File: src/rtl/elbeth_fetch_stage_pkg.sv
// Shared constants for the ELBETH IF stage: NOP encoding, fetch exception codes, reset PC.
package elbeth_fetch_stage_pkg;

    localparam logic [31:0] RV_NOP           = 32'h0000_0013;
    localparam logic [31:0] RESET_PC_DEFAULT = 32'h0000_0000;

    localparam logic [1:0] EXC_NONE     = 2'b00;
    localparam logic [1:0] EXC_IF_MISAL = 2'b01;
    localparam logic [1:0] EXC_IF_FAULT = 2'b10;

    // Branch targets are halfword aligned; bit 0 is always dropped.
    function automatic logic [31:0] redirect_target(input logic [31:0] pc_branch);
        return pc_branch & ~32'h0000_0001;
    endfunction

endpackage

File: src/rtl/elbeth_fetch_stage_if_skid.sv
// One-entry {pc, instr, exc} holding register that catches a fetch response while ID stalls.
module elbeth_if_skid
    import elbeth_fetch_stage_pkg::*;
(
    input  logic        clk_i,
    input  logic        rst_ni,
    input  logic        load_i,
    input  logic        clear_i,
    input  logic [31:0] pc_i,
    input  logic [31:0] instr_i,
    input  logic [1:0]  exc_i,
    output logic [31:0] pc_o,
    output logic [31:0] instr_o,
    output logic [1:0]  exc_o
);

    logic [31:0] pc_q;
    logic [31:0] instr_q;
    logic [1:0]  exc_q;

    always_ff @(posedge clk_i or negedge rst_ni) begin
        if (!rst_ni) begin
            pc_q    <= 32'h0;
            instr_q <= RV_NOP;
            exc_q   <= EXC_NONE;
        end else if (load_i) begin
            pc_q    <= pc_i;
            instr_q <= instr_i;
            exc_q   <= exc_i;
        end else if (clear_i) begin
            pc_q    <= 32'h0;
            instr_q <= RV_NOP;
            exc_q   <= EXC_NONE;
        end
    end

    assign pc_o    = pc_q;
    assign instr_o = instr_q;
    assign exc_o   = exc_q;

endmodule

File: src/rtl/elbeth_fetch_stage.sv
// ELBETH IF stage: PC ownership, single-outstanding req/ack fetch, redirect squash, IF/ID register.
module elbeth_fetch_stage
    import elbeth_fetch_stage_pkg::*;
#(
    parameter logic [31:0] RESET_PC = RESET_PC_DEFAULT
) (
    input  logic        clk,
    input  logic        rst_n,
    input  logic        branch_taken,
    input  logic [31:0] pc_branch,
    input  logic        id_stall,
    output logic        imem_req,
    output logic [31:0] imem_addr,
    input  logic        imem_ack,
    input  logic [31:0] imem_data,
    input  logic        imem_error,
    output logic [31:0] if_id_pc,
    output logic [31:0] if_id_instruction,
    output logic        if_id_valid,
    output logic [1:0]  if_id_exc
);

    typedef enum logic [1:0] {StFetch, StHold, StDiscard, StMisal} state_e;

    state_e      state_q, state_d;
    logic [31:0] pc_q, pc_d;
    logic [31:0] pend_q, pend_d;
    logic [31:0] ifid_pc_q, ifid_pc_d;
    logic [31:0] ifid_instr_q, ifid_instr_d;
    logic        ifid_valid_q, ifid_valid_d;
    logic [1:0]  ifid_exc_q, ifid_exc_d;

    logic        skid_load, skid_clear;
    logic [31:0] skid_pc, skid_instr;
    logic [1:0]  skid_exc;

    logic        redirect;
    logic [31:0] tgt;
    logic [31:0] pc_plus4;
    logic [31:0] ack_instr;
    logic [1:0]  ack_exc;
    logic [31:0] discard_pc;

    assign redirect   = branch_taken & ~id_stall;
    assign tgt        = redirect_target(pc_branch);
    assign pc_plus4   = pc_q + 32'd4;
    assign ack_instr  = imem_error ? RV_NOP : imem_data;
    assign ack_exc    = imem_error ? EXC_IF_FAULT : EXC_NONE;
    // A redirect arriving with the discarded ack supersedes the pending target.
    assign discard_pc = redirect ? tgt : pend_q;

    function automatic state_e entry_state(input logic [31:0] pc);
        return pc[1] ? StMisal : StFetch;
    endfunction

    elbeth_if_skid u_skid (
        .clk_i   (clk),
        .rst_ni  (rst_n),
        .load_i  (skid_load),
        .clear_i (skid_clear),
        .pc_i    (pc_q),
        .instr_i (ack_instr),
        .exc_i   (ack_exc),
        .pc_o    (skid_pc),
        .instr_o (skid_instr),
        .exc_o   (skid_exc)
    );

    always_comb begin
        state_d      = state_q;
        pc_d         = pc_q;
        pend_d       = pend_q;
        ifid_pc_d    = ifid_pc_q;
        ifid_instr_d = ifid_instr_q;
        ifid_valid_d = ifid_valid_q;
        ifid_exc_d   = ifid_exc_q;
        skid_load    = 1'b0;
        skid_clear   = 1'b0;

        unique case (state_q)
            StFetch: begin
                if (imem_ack && id_stall) begin
                    skid_load = 1'b1;
                    pc_d      = pc_plus4;
                    state_d   = StHold;
                end else if (imem_ack && redirect) begin
                    ifid_valid_d = 1'b0;
                    ifid_instr_d = RV_NOP;
                    ifid_exc_d   = EXC_NONE;
                    pc_d         = tgt;
                    state_d      = entry_state(tgt);
                end else if (imem_ack) begin
                    ifid_pc_d    = pc_q;
                    ifid_instr_d = ack_instr;
                    ifid_valid_d = 1'b1;
                    ifid_exc_d   = ack_exc;
                    pc_d         = pc_plus4;
                end else if (!id_stall) begin
                    // Covers redirect too: the in-flight request must still complete.
                    ifid_valid_d = 1'b0;
                    ifid_instr_d = RV_NOP;
                    ifid_exc_d   = EXC_NONE;
                    if (redirect) begin
                        pend_d  = tgt;
                        state_d = StDiscard;
                    end
                end
            end
            StHold: begin
                if (!id_stall) begin
                    skid_clear = 1'b1;
                    if (redirect) begin
                        ifid_valid_d = 1'b0;
                        ifid_instr_d = RV_NOP;
                        ifid_exc_d   = EXC_NONE;
                        pc_d         = tgt;
                        state_d      = entry_state(tgt);
                    end else begin
                        ifid_pc_d    = skid_pc;
                        ifid_instr_d = skid_instr;
                        ifid_valid_d = 1'b1;
                        ifid_exc_d   = skid_exc;
                        state_d      = StFetch;
                    end
                end
            end
            StDiscard: begin
                if (imem_ack) begin
                    pc_d    = discard_pc;
                    state_d = entry_state(discard_pc);
                end else if (redirect) begin
                    pend_d = tgt;
                end
                if (!id_stall) begin
                    ifid_valid_d = 1'b0;
                    ifid_instr_d = RV_NOP;
                    ifid_exc_d   = EXC_NONE;
                end
            end
            StMisal: begin
                if (redirect) begin
                    ifid_valid_d = 1'b0;
                    ifid_instr_d = RV_NOP;
                    ifid_exc_d   = EXC_NONE;
                    pc_d         = tgt;
                    state_d      = entry_state(tgt);
                end else if (!id_stall) begin
                    ifid_pc_d    = pc_q;
                    ifid_instr_d = RV_NOP;
                    ifid_valid_d = 1'b1;
                    ifid_exc_d   = EXC_IF_MISAL;
                end
            end
            default: state_d = StFetch;
        endcase
    end

    always_ff @(posedge clk or negedge rst_n) begin
        if (!rst_n) begin
            state_q <= StFetch;
        end else begin
            state_q <= state_d;
        end
    end

    always_ff @(posedge clk or negedge rst_n) begin
        if (!rst_n) begin
            pc_q   <= RESET_PC;
            pend_q <= RESET_PC;
        end else begin
            pc_q   <= pc_d;
            pend_q <= pend_d;
        end
    end

    always_ff @(posedge clk or negedge rst_n) begin
        if (!rst_n) begin
            ifid_pc_q    <= 32'h0;
            ifid_instr_q <= RV_NOP;
            ifid_valid_q <= 1'b0;
            ifid_exc_q   <= EXC_NONE;
        end else begin
            ifid_pc_q    <= ifid_pc_d;
            ifid_instr_q <= ifid_instr_d;
            ifid_valid_q <= ifid_valid_d;
            ifid_exc_q   <= ifid_exc_d;
        end
    end

    // Gated by rst_n so a request in flight is withdrawn the instant reset asserts.
    assign imem_req          = rst_n & ((state_q == StFetch) | (state_q == StDiscard));
    assign imem_addr         = pc_q;
    assign if_id_pc          = ifid_pc_q;
    assign if_id_instruction = ifid_instr_q;
    assign if_id_valid       = ifid_valid_q;
    assign if_id_exc         = ifid_exc_q;

endmodule
File: config.mk
export PLATFORM = sky130hd
export DESIGN_NAME = elbeth_fetch_stage
export DESIGN_NICKNAME = d
export VERILOG_FILES = /design/src/rtl/elbeth_fetch_stage_pkg.sv /design/src/rtl/elbeth_fetch_stage_if_skid.sv /design/src/rtl/elbeth_fetch_stage.sv
export SDC_FILE = /design/constraint.sdc
export NUM_CORES = 1
export LEC_CHECK = 0
export ABC_AREA = 1
export BUFFER_PORTS_ARGS = -buffer_cell sky130_fd_sc_hd__buf_2
export CAP_MARGIN = 25
export CORE_UTILIZATION = 40
export DETAILED_ROUTE_END_ITERATION = 12
export PLACE_DENSITY = 0.67
export SLEW_MARGIN = 20
export SYNTH_ARGS = -nofsm -noshare
export SYNTH_HDL_FRONTEND = slang
export SYNTH_SLANG_ARGS = --single-unit
File: constraint.sdc
create_clock -name clk -period 4.9 [get_ports clk]
set_clock_uncertainty 0.1 [all_clocks]
set_input_delay 1.47 -clock clk [delete_from_list [all_inputs] [get_ports clk]]
set_output_delay 1.47 -clock clk [all_outputs]
set_load 0.1 [all_outputs]
==> results of run 1 <==
-- kinds of logic (layout without fill, tap and decap cells) --
group           count (synthesis)  after routing  synth area share (%)
xor+xnor                        4              4                0.3189
other cells                     0              3                     0
mux                            14             14                 1.435
simple gates                  511            511                 19.71
buf+inv                       268            398                 10.99
flops                         198            198                 45.16
compound gates                402            402                 21.71
fa+ha+maj                       6              6                0.6831
-- Yosys cell counts (5+ instances only) --
library cell and instances:
dfstp_2 6, o22ai_1 69, a21oi_1 74, o21a_1 9, nand2_1 321, dfrtp_1 192
buf_6 18, or2_2 6, o211ai_1 7, nor2_4 5, buf_4 6, a31oi_1 5
o21ai_0 151, mux2_2 14, nand3_1 38, o21ai_1 33, nor3_1 59, inv_1 172
ha_1 6, o21ai_2 36, buf_1 7, buf_2 23, nor2_1 69, clkbuf_1 34
-- metal layers --
metal | vias up | GRT usage (%)
li1 | 4888 | -
met1 | 4778 | 34.11
met2 | 385 | 34.44
met3 | 45 | 3.805
met4 | 6 | 7.140
met5 | - | 0
-- worst max-delay path, cell delays in order, from the launching register on --
cell	delay, ns
dfrtp_1	0.38
inv_1	0.39
ha_1	0.41
nor2_1	0.14
nor2_1	0.31
buf_12	0.22
-- layout make-up --
class	instances	area [µm²]	share of cell area, %
Antenna cell	3	7.507	0.05967
Clock buffer	17	425.4	3.381
Sequential cell	198	4962	39.44
Timing Repair Buffer	188	1042	8.284
Clock inverter	14	183.9	1.462
Tap cell	341	426.7	3.391
Multi-Input combinational cell	937	4848	38.53
Inverter	179	685.7	5.449
-- flip-flops by register name (all words and copies together), names as in the netlist --
| register | flops |
|---|---|
| state_q | 2 |
| imem_addr | 32 |
| if_id_valid | 1 |
| u_skid.pc_o | 32 |
| u_skid.exc_o | 1 |
| u_skid.instr_o | 32 |
| if_id_pc | 32 |
| if_id_instruction | 32 |
| pend_q | 32 |
| if_id_exc | 2 |
-- stage by stage --
stage | instances | instance area [µm²] | hold WS [ns]
2_1_floorplan | 1403 | 10990 | 0.3589
3_3_place_gp | 1841 | 11920 | 0.3595
3_5_place_dp | 1842 | 11940 | 0.3649
4_1_cts | 1873 | 12550 | 0.3842
5_1_grt | 1877 | 12580 | 0.3992
6_report | 1877 | 12580 | 0.3804
-- final timing paths --
check | cells after the start | end | startpoint
max | 5 | imem_req | state_q[0]
min | 2 | if_id_pc[27] | if_id_pc[27]
max reg2reg | 8 | if_id_pc[21] | state_q[0]
min reg2reg | 2 | if_id_pc[27] | if_id_pc[27]
max in group asynchronous | 3 | u_skid.instr_o[6] | rst_n
min in group asynchronous | 2 | u_skid.pc_o[17] | rst_n
==> impl_metrics.tcl, run 1 <==
set metrics [dict create \
    synth-edff-count 0 \
    coreArea_mm2 0.02695 \
    overflow 0 \
    ys.flop_type "dfrtp_1" \
    setup_slack_ns 1.046 \
    via_per_inst 5.382 \
    period_share_pct 78.66 \
    cts_tree "done" \
    cp-end-kind "output pin" \
    grt_max_degree 75 \
    worstPathArrival_ns 2.28 \
    start_kind "register" \
    rows 60 \
    dieHeight_um 167.8 \
    top_layer "met5" \
    cts_made_buffers 17 \
    wl_met3_um 2242 \
    worst-setup-path-type "register to output pin" \
    outcome "completed" \
    rrSetupSlack_ns 1.64 \
    antenna_left 0 \
    period_minus_slack_ns 3.854 \
    io_pins 170 \
    area_growth_syn_to_layout_pct 14.49 \
    clkTransAtPathRegs_ns 0.08 \
    worst_slew_pin_slew_ns 1.005 \
    port_buffers 168 \
    crit_fanout 13 \
    synthCells 1403 \
    synth_top_area_cell "dfrtp_1" \
    hp-class "register to register" \
    postCtsSetupBuffers 0 \
    slew_headroom_pct 32.92 \
    ys_seq_elements 198 \
    root_buffer "clkbuf_16" \
    slew_violations 0 \
    clockBufferDepth 2 \
    postCtsHoldBufs 0 \
    async_flop_share_pct 100.0 \
    first_iter_violations 1076 \
    first_global_vias 9427 \
    gr-usage-all-layers_pct 23.11 \
    required_ns 3.33 \
    final_util_pct 46.69 \
    clkSinkCount 198 \
    wl_per_cell_um 17.03 \
    dr.pass1.iters 5 \
    maxClockFrequency_ghz 0.2595 \
    num-nets-final 1597 \
    mostFrequentLayoutCells "nand2_1, dfrtp_1, inv_1, buf_2, o21ai_0" \
    dieWidth_um 167.8 \
    gp_congestion 0.8660 \
    yosysWarnings 0 \
    clock_latency_ns 0.43 \
    avgSynthCellArea_um2 7.833 \
    hpwl_um 22040 \
    ys_types 50 \
    tns_ns 0 \
    cts-resized-gates 0 \
    antenna_found_initial 6 \
    setup_viol 0 \
    synthTopCellsByArea "dfrtp_1, nand2_1, o21ai_0, inv_1, o22ai_1" \
    dr_wl_met2_um 14180 \
    synth_top_area_share_pct 43.72 \
    drive_gt1_share_pct 20.48 \
    num-fill-cells 2673 \
    hold_violations 0 \
    synth_area_mm2 0.01099 \
    htree_num_levels 4 \
    route.layer.met1.wl_um 14750 \
    final_common_cell "nand2_1" \
    drc_errors 0 \
    cap_violations 0 \
    wl_um 31960 \
    synthesis.nets 1479 \
    dp_slack_ns 1.019 \
    rsz0062_at_grt "false" \
    grt_pass1_wl_um 51420 \
    yosysSeqAreaShare_pct 45.16 \
    vias 10100 \
    start_util_pct 40.78 \
    dieArea_mm2 0.02814 \
]
Power of run 1 is not shown: default switching activity piles up to over one toggle a cycle in this logic, so the estimate is an artifact.
==> inputs of run 2 (changes only) <==
clock period = 3.8 ns   (was 4.9 ns; I/O delays follow)
==> impl_metrics.tcl, run 2 (synthesis results as in run 1) <==
set metrics [dict create \
    outcome "completed" \
    io_pins 170 \
    cp-end-kind "output pin" \
    met3_usage_pct 3.971 \
    worst_slew_pin_slew_ns 0.8327 \
    slew_violations 0 \
    dieHeight_um 167.8 \
    startpoint "state_q[1]" \
    dieWidth_um 167.8 \
    maxClockFrequency_ghz 0.3037 \
    hp-class "register to register" \
    clockBufferDepth 2 \
    setup_slack_ns 0.5075 \
    cts-resized-gates 0 \
    clock_latency_ns 0.44 \
    wl_um 32630 \
    dr.pass1.iters 5 \
    first_global_vias 9454 \
    hold_end "if_id_pc[0]" \
    cap_violations 0 \
    critPathMaxStageDelay_ns 0.40 \
    cpMaxStageDelayCell "dfrtp_1" \
    clkTransAtPathRegs_ns 0.07 \
    num-nets-final 1606 \
    drive_gt1_share_pct 20.88 \
    reg2reg_depth 9 \
    min_from "if_id_pc[0]" \
    dieArea_mm2 0.02814 \
    gr-usage-all-layers_pct 23.54 \
    coreArea_mm2 0.02695 \
    area_growth_syn_to_layout_pct 14.87 \
    antenna_found_initial 2 \
    gp_congestion 0.8655 \
    use_met2_pct 35.36 \
    crit_top_cell "nor2_1" \
    htree_num_levels 4 \
    hpwl_um 22370 \
    start_util_pct 40.78 \
    final_common_cell "nand2_1" \
    slew_headroom_pct 44.48 \
    postCtsSetupBuffers 0 \
    worstPathArrival_ns 2.05 \
    period_minus_slack_ns 3.293 \
    crit_buf_inv 2 \
    rsz0062_at_grt "false" \
    clkSinkCount 198 \
    critPathTopFamily "simple AND/OR/NAND/NOR gates" \
    rows 60 \
    start_kind "register" \
    cts_made_buffers 17 \
    grtUsageMet1_pct 34.51 \
    drc_errors 0 \
    hold_violations 0 \
    grt_max_degree 76 \
    r2r-start "state_q[0]" \
    wl_per_cell_um 17.31 \
    grt_pass1_wl_um 52290 \
    setup_viol 0 \
    via_per_inst 5.385 \
    tns_ns 0 \
    port_buffers 168 \
    postCtsHoldBufs 0 \
    required_ns 2.56 \
    crit_path_cell_trace "inv_1 -> ha_1 -> nor2_1 -> nor2_1 -> buf_12" \
    first_iter_violations 1096 \
    period_share_pct 86.65 \
    antenna_left 0 \
    crit_fanout 6 \
    hold_depth 2 \
    rrSetupSlack_ns 1.02 \
    worst-setup-path-type "register to output pin" \
    r2r_end "if_id_pc[20]" \
    busiest_layer "met2" \
    dp_slack_ns 0.6620 \
    root_buffer "clkbuf_16" \
    mostFrequentLayoutCells "nand2_1, dfrtp_1, inv_1, buf_2, o21ai_0" \
    vias 10150 \
    cts_tree "done" \
    overflow 0 \
]
==> run 2: metal layers <==
| layer | routed length [µm] | up-vias |
|---|---|---|
| li1 | - | 4894 |
| met1 | 15340 | 4812 |
| met4 | 728 | 2 |
| met3 | 2130 | 49 |
| met2 | 14420 | 393 |
| met5 | 13 | - |
==> run 2: worst max-delay path by stage <==
stage                         endpoint  slack (ns)  cells past startpoint
after detailed placement  imem_addr[4]        0.66                     10
after floorplan               imem_req        0.11                      5
final                         imem_req        0.51                      5
after global routing          imem_req        0.41                      5
after CTS                     imem_req        0.50                      5
after global placement    imem_addr[4]        0.66                     11
==> run 2: per-stage QoR <==
stage               cells  util (%)  area, µm²  hold slack, ns
CTS                  1882     46.72      12590          0.3822
finish               1885     46.84      12620          0.3764
detailed placement   1851     44.68      12040          0.3643
global route         1884     46.83      12620          0.3805
global placement     1850     44.58      12020          0.3602
floorplan            1403         -      10990          0.3589
==> run 2: area by class of cell <==
cell class	instances	area [µm²]
Antenna cell	2	5.005
Clock buffer	18	429.2
Clock inverter	13	118.9
Fill cell	2593	14330
Inverter	179	685.7
Multi-Input combinational cell	937	4848
Sequential cell	198	4962
Tap cell	341	426.7
Timing Repair Buffer	197	1147
==> run 2: worst reg2reg max path, cell delays in order, from the launching register on <==
cell and delay, ns:
dfrtp_1 0.35, buf_4 0.22, ha_2 0.22, buf_4 0.52
nor2_4 0.22, o21ai_2 0.33, nand3b_4 0.22, buf_12 0.29
nand2_1 0.18, o21ai_2 0.07
Power of run 2 is left out for the same reason.
==> inputs of run 3 (changes only) <==
clock period = 3.2 ns   (was 3.8 ns; I/O delays follow)
==> impl_metrics.tcl, run 3 (synthesis results as in run 1) <==
set metrics [dict create \
    grt_max_degree 135 \
    grt_pass1_wl_um 52410 \
    critPathTopFamily "flip-flops" \
    overflow 0 \
    clockBufferDepth 2 \
    cp.depth 5 \
    worstPathArrival_ns 2.07 \
    dr.pass1.iters 5 \
    clock_latency_ns 0.44 \
    htree_num_levels 4 \
    setup_viol 0 \
    wl_per_cell_um 17.20 \
    worst_slew_pin_slew_ns 0.8788 \
    gr-usage-all-layers_pct 23.57 \
    clkTransAtPathRegs_ns 0.08 \
    period_minus_slack_ns 3.130 \
    dieArea_mm2 0.02814 \
    drive_gt1_share_pct 20.91 \
    cts_made_buffers 17 \
    num-fill-cells 2612 \
    hp-class "register to register" \
    io_pins 170 \
    rsz0062_at_grt "false" \
    r2r-start "state_q[0]" \
    coreArea_mm2 0.02695 \
    start_util_pct 40.78 \
    dieHeight_um 167.8 \
    dieWidth_um 167.8 \
    num-nets-final 1603 \
    required_ns 2.14 \
    hpwl_um 22220 \
    port_buffers 168 \
    postCtsSetupBuffers 0 \
    area_growth_syn_to_layout_pct 15.19 \
    first_iter_violations 1020 \
    maxClockFrequency_ghz 0.3195 \
    wl_um 32390 \
    rrSetupSlack_ns 0.58 \
    via_per_inst 5.347 \
    worst-setup-path-type "register to output pin" \
    cts_tree "done" \
    tns_ns 0 \
    cp-end-kind "output pin" \
    root_buffer "clkbuf_16" \
    outcome "completed" \
    critPathMaxStageDelay_ns 0.46 \
    rows 60 \
    postCtsHoldBufs 0 \
    antenna_found_initial 5 \
    vias 10070 \
    final_common_cell "nand2_1" \
    cp-endpoint "imem_req" \
    first_global_vias 9465 \
    antenna_left 0 \
    drc_errors 0 \
    crit_fanout 9 \
    crit_path_cell_trace "inv_1 -> ha_1 -> nor2_1 -> nor2_2 -> buf_12" \
    slew_violations 0 \
    period_share_pct 97.82 \
    hold_violations 0 \
    cpMaxStageDelayCell "dfrtp_1" \
    r2r_end "if_id_instruction[18]" \
    reg2reg_depth 9 \
    slew_headroom_pct 41.41 \
    startpoint "state_q[0]" \
    crit_buf_inv 2 \
    start_kind "register" \
    mostFrequentLayoutCells "nand2_1, dfrtp_1, inv_1, buf_2, o21ai_0" \
    gp_congestion 0.8738 \
    cap_violations 0 \
    clkSinkCount 198 \
    cts-resized-gates 0 \
]
==> run 3: final cells by class <==
class                   instances  area [µm²]  share of cell area [%]
clock buffers                  17       425.4                   3.361
diodes                          2       5.005                 0.03954
multi-input cells             937        4851                   38.32
well taps                     341       426.7                   3.371
inverters                     179       685.7                   5.417
repair buffers                194        1122                   8.866
flip-flops and latches        198        4962                   39.20
clock inverters                15       180.2                   1.423
==> run 3: worst min-delay path by stage <==
stage	end	cells after the start	start
after floorplan	pend_q[22]	1	pend_q[22]
after global placement	if_id_pc[19]	2	if_id_pc[19]
after detailed placement	if_id_pc[21]	2	if_id_pc[21]
after CTS	if_id_pc[21]	2	if_id_pc[21]
after global routing	pend_q[10]	1	pend_q[10]
final	if_id_pc[21]	2	if_id_pc[21]
==> run 3: through the flow <==
stage / instances / area, µm² / setup WS (ns) / hold WS [ns] / utilization (%)
after floorplan: 1403 / 10990 / 0.1531 / 0.3589 / -
after global placement: 1849 / 12050 / 0.4672 / 0.3606 / 44.70
after detailed placement: 1849 / 12050 / 0.4301 / 0.3639 / 44.70
after CTS: 1881 / 12650 / 0.09063 / 0.3843 / 46.95
after global routing: 1883 / 12660 / 0.01096 / 0.4089 / 46.97
final: 1883 / 12660 / 0.06979 / 0.3784 / 46.97
==> run 3: metal layers <==
metal | vias up | share of wire (%) | track usage (%)
met3 | 35 | 5.8 | 3.900
met1 | 4819 | 48 | 35.65
met2 | 327 | 44 | 34.46
met5 | - | 0.11 | 0
met4 | 6 | 1.5 | 6.502
li1 | 4881 | - | -
==> run 3: worst reg2reg max path, stage by stage (launching register included) <==
cell	delay (ns)
dfrtp_1	0.46
inv_1	0.14
buf_4	0.21
ha_2	0.23
buf_4	0.41
nand2_1	0.23
nor2_1	0.26
nor3_2	0.07
buf_4	0.22
o21ai_0	0.21
Power of run 3 is left out for the same reason.
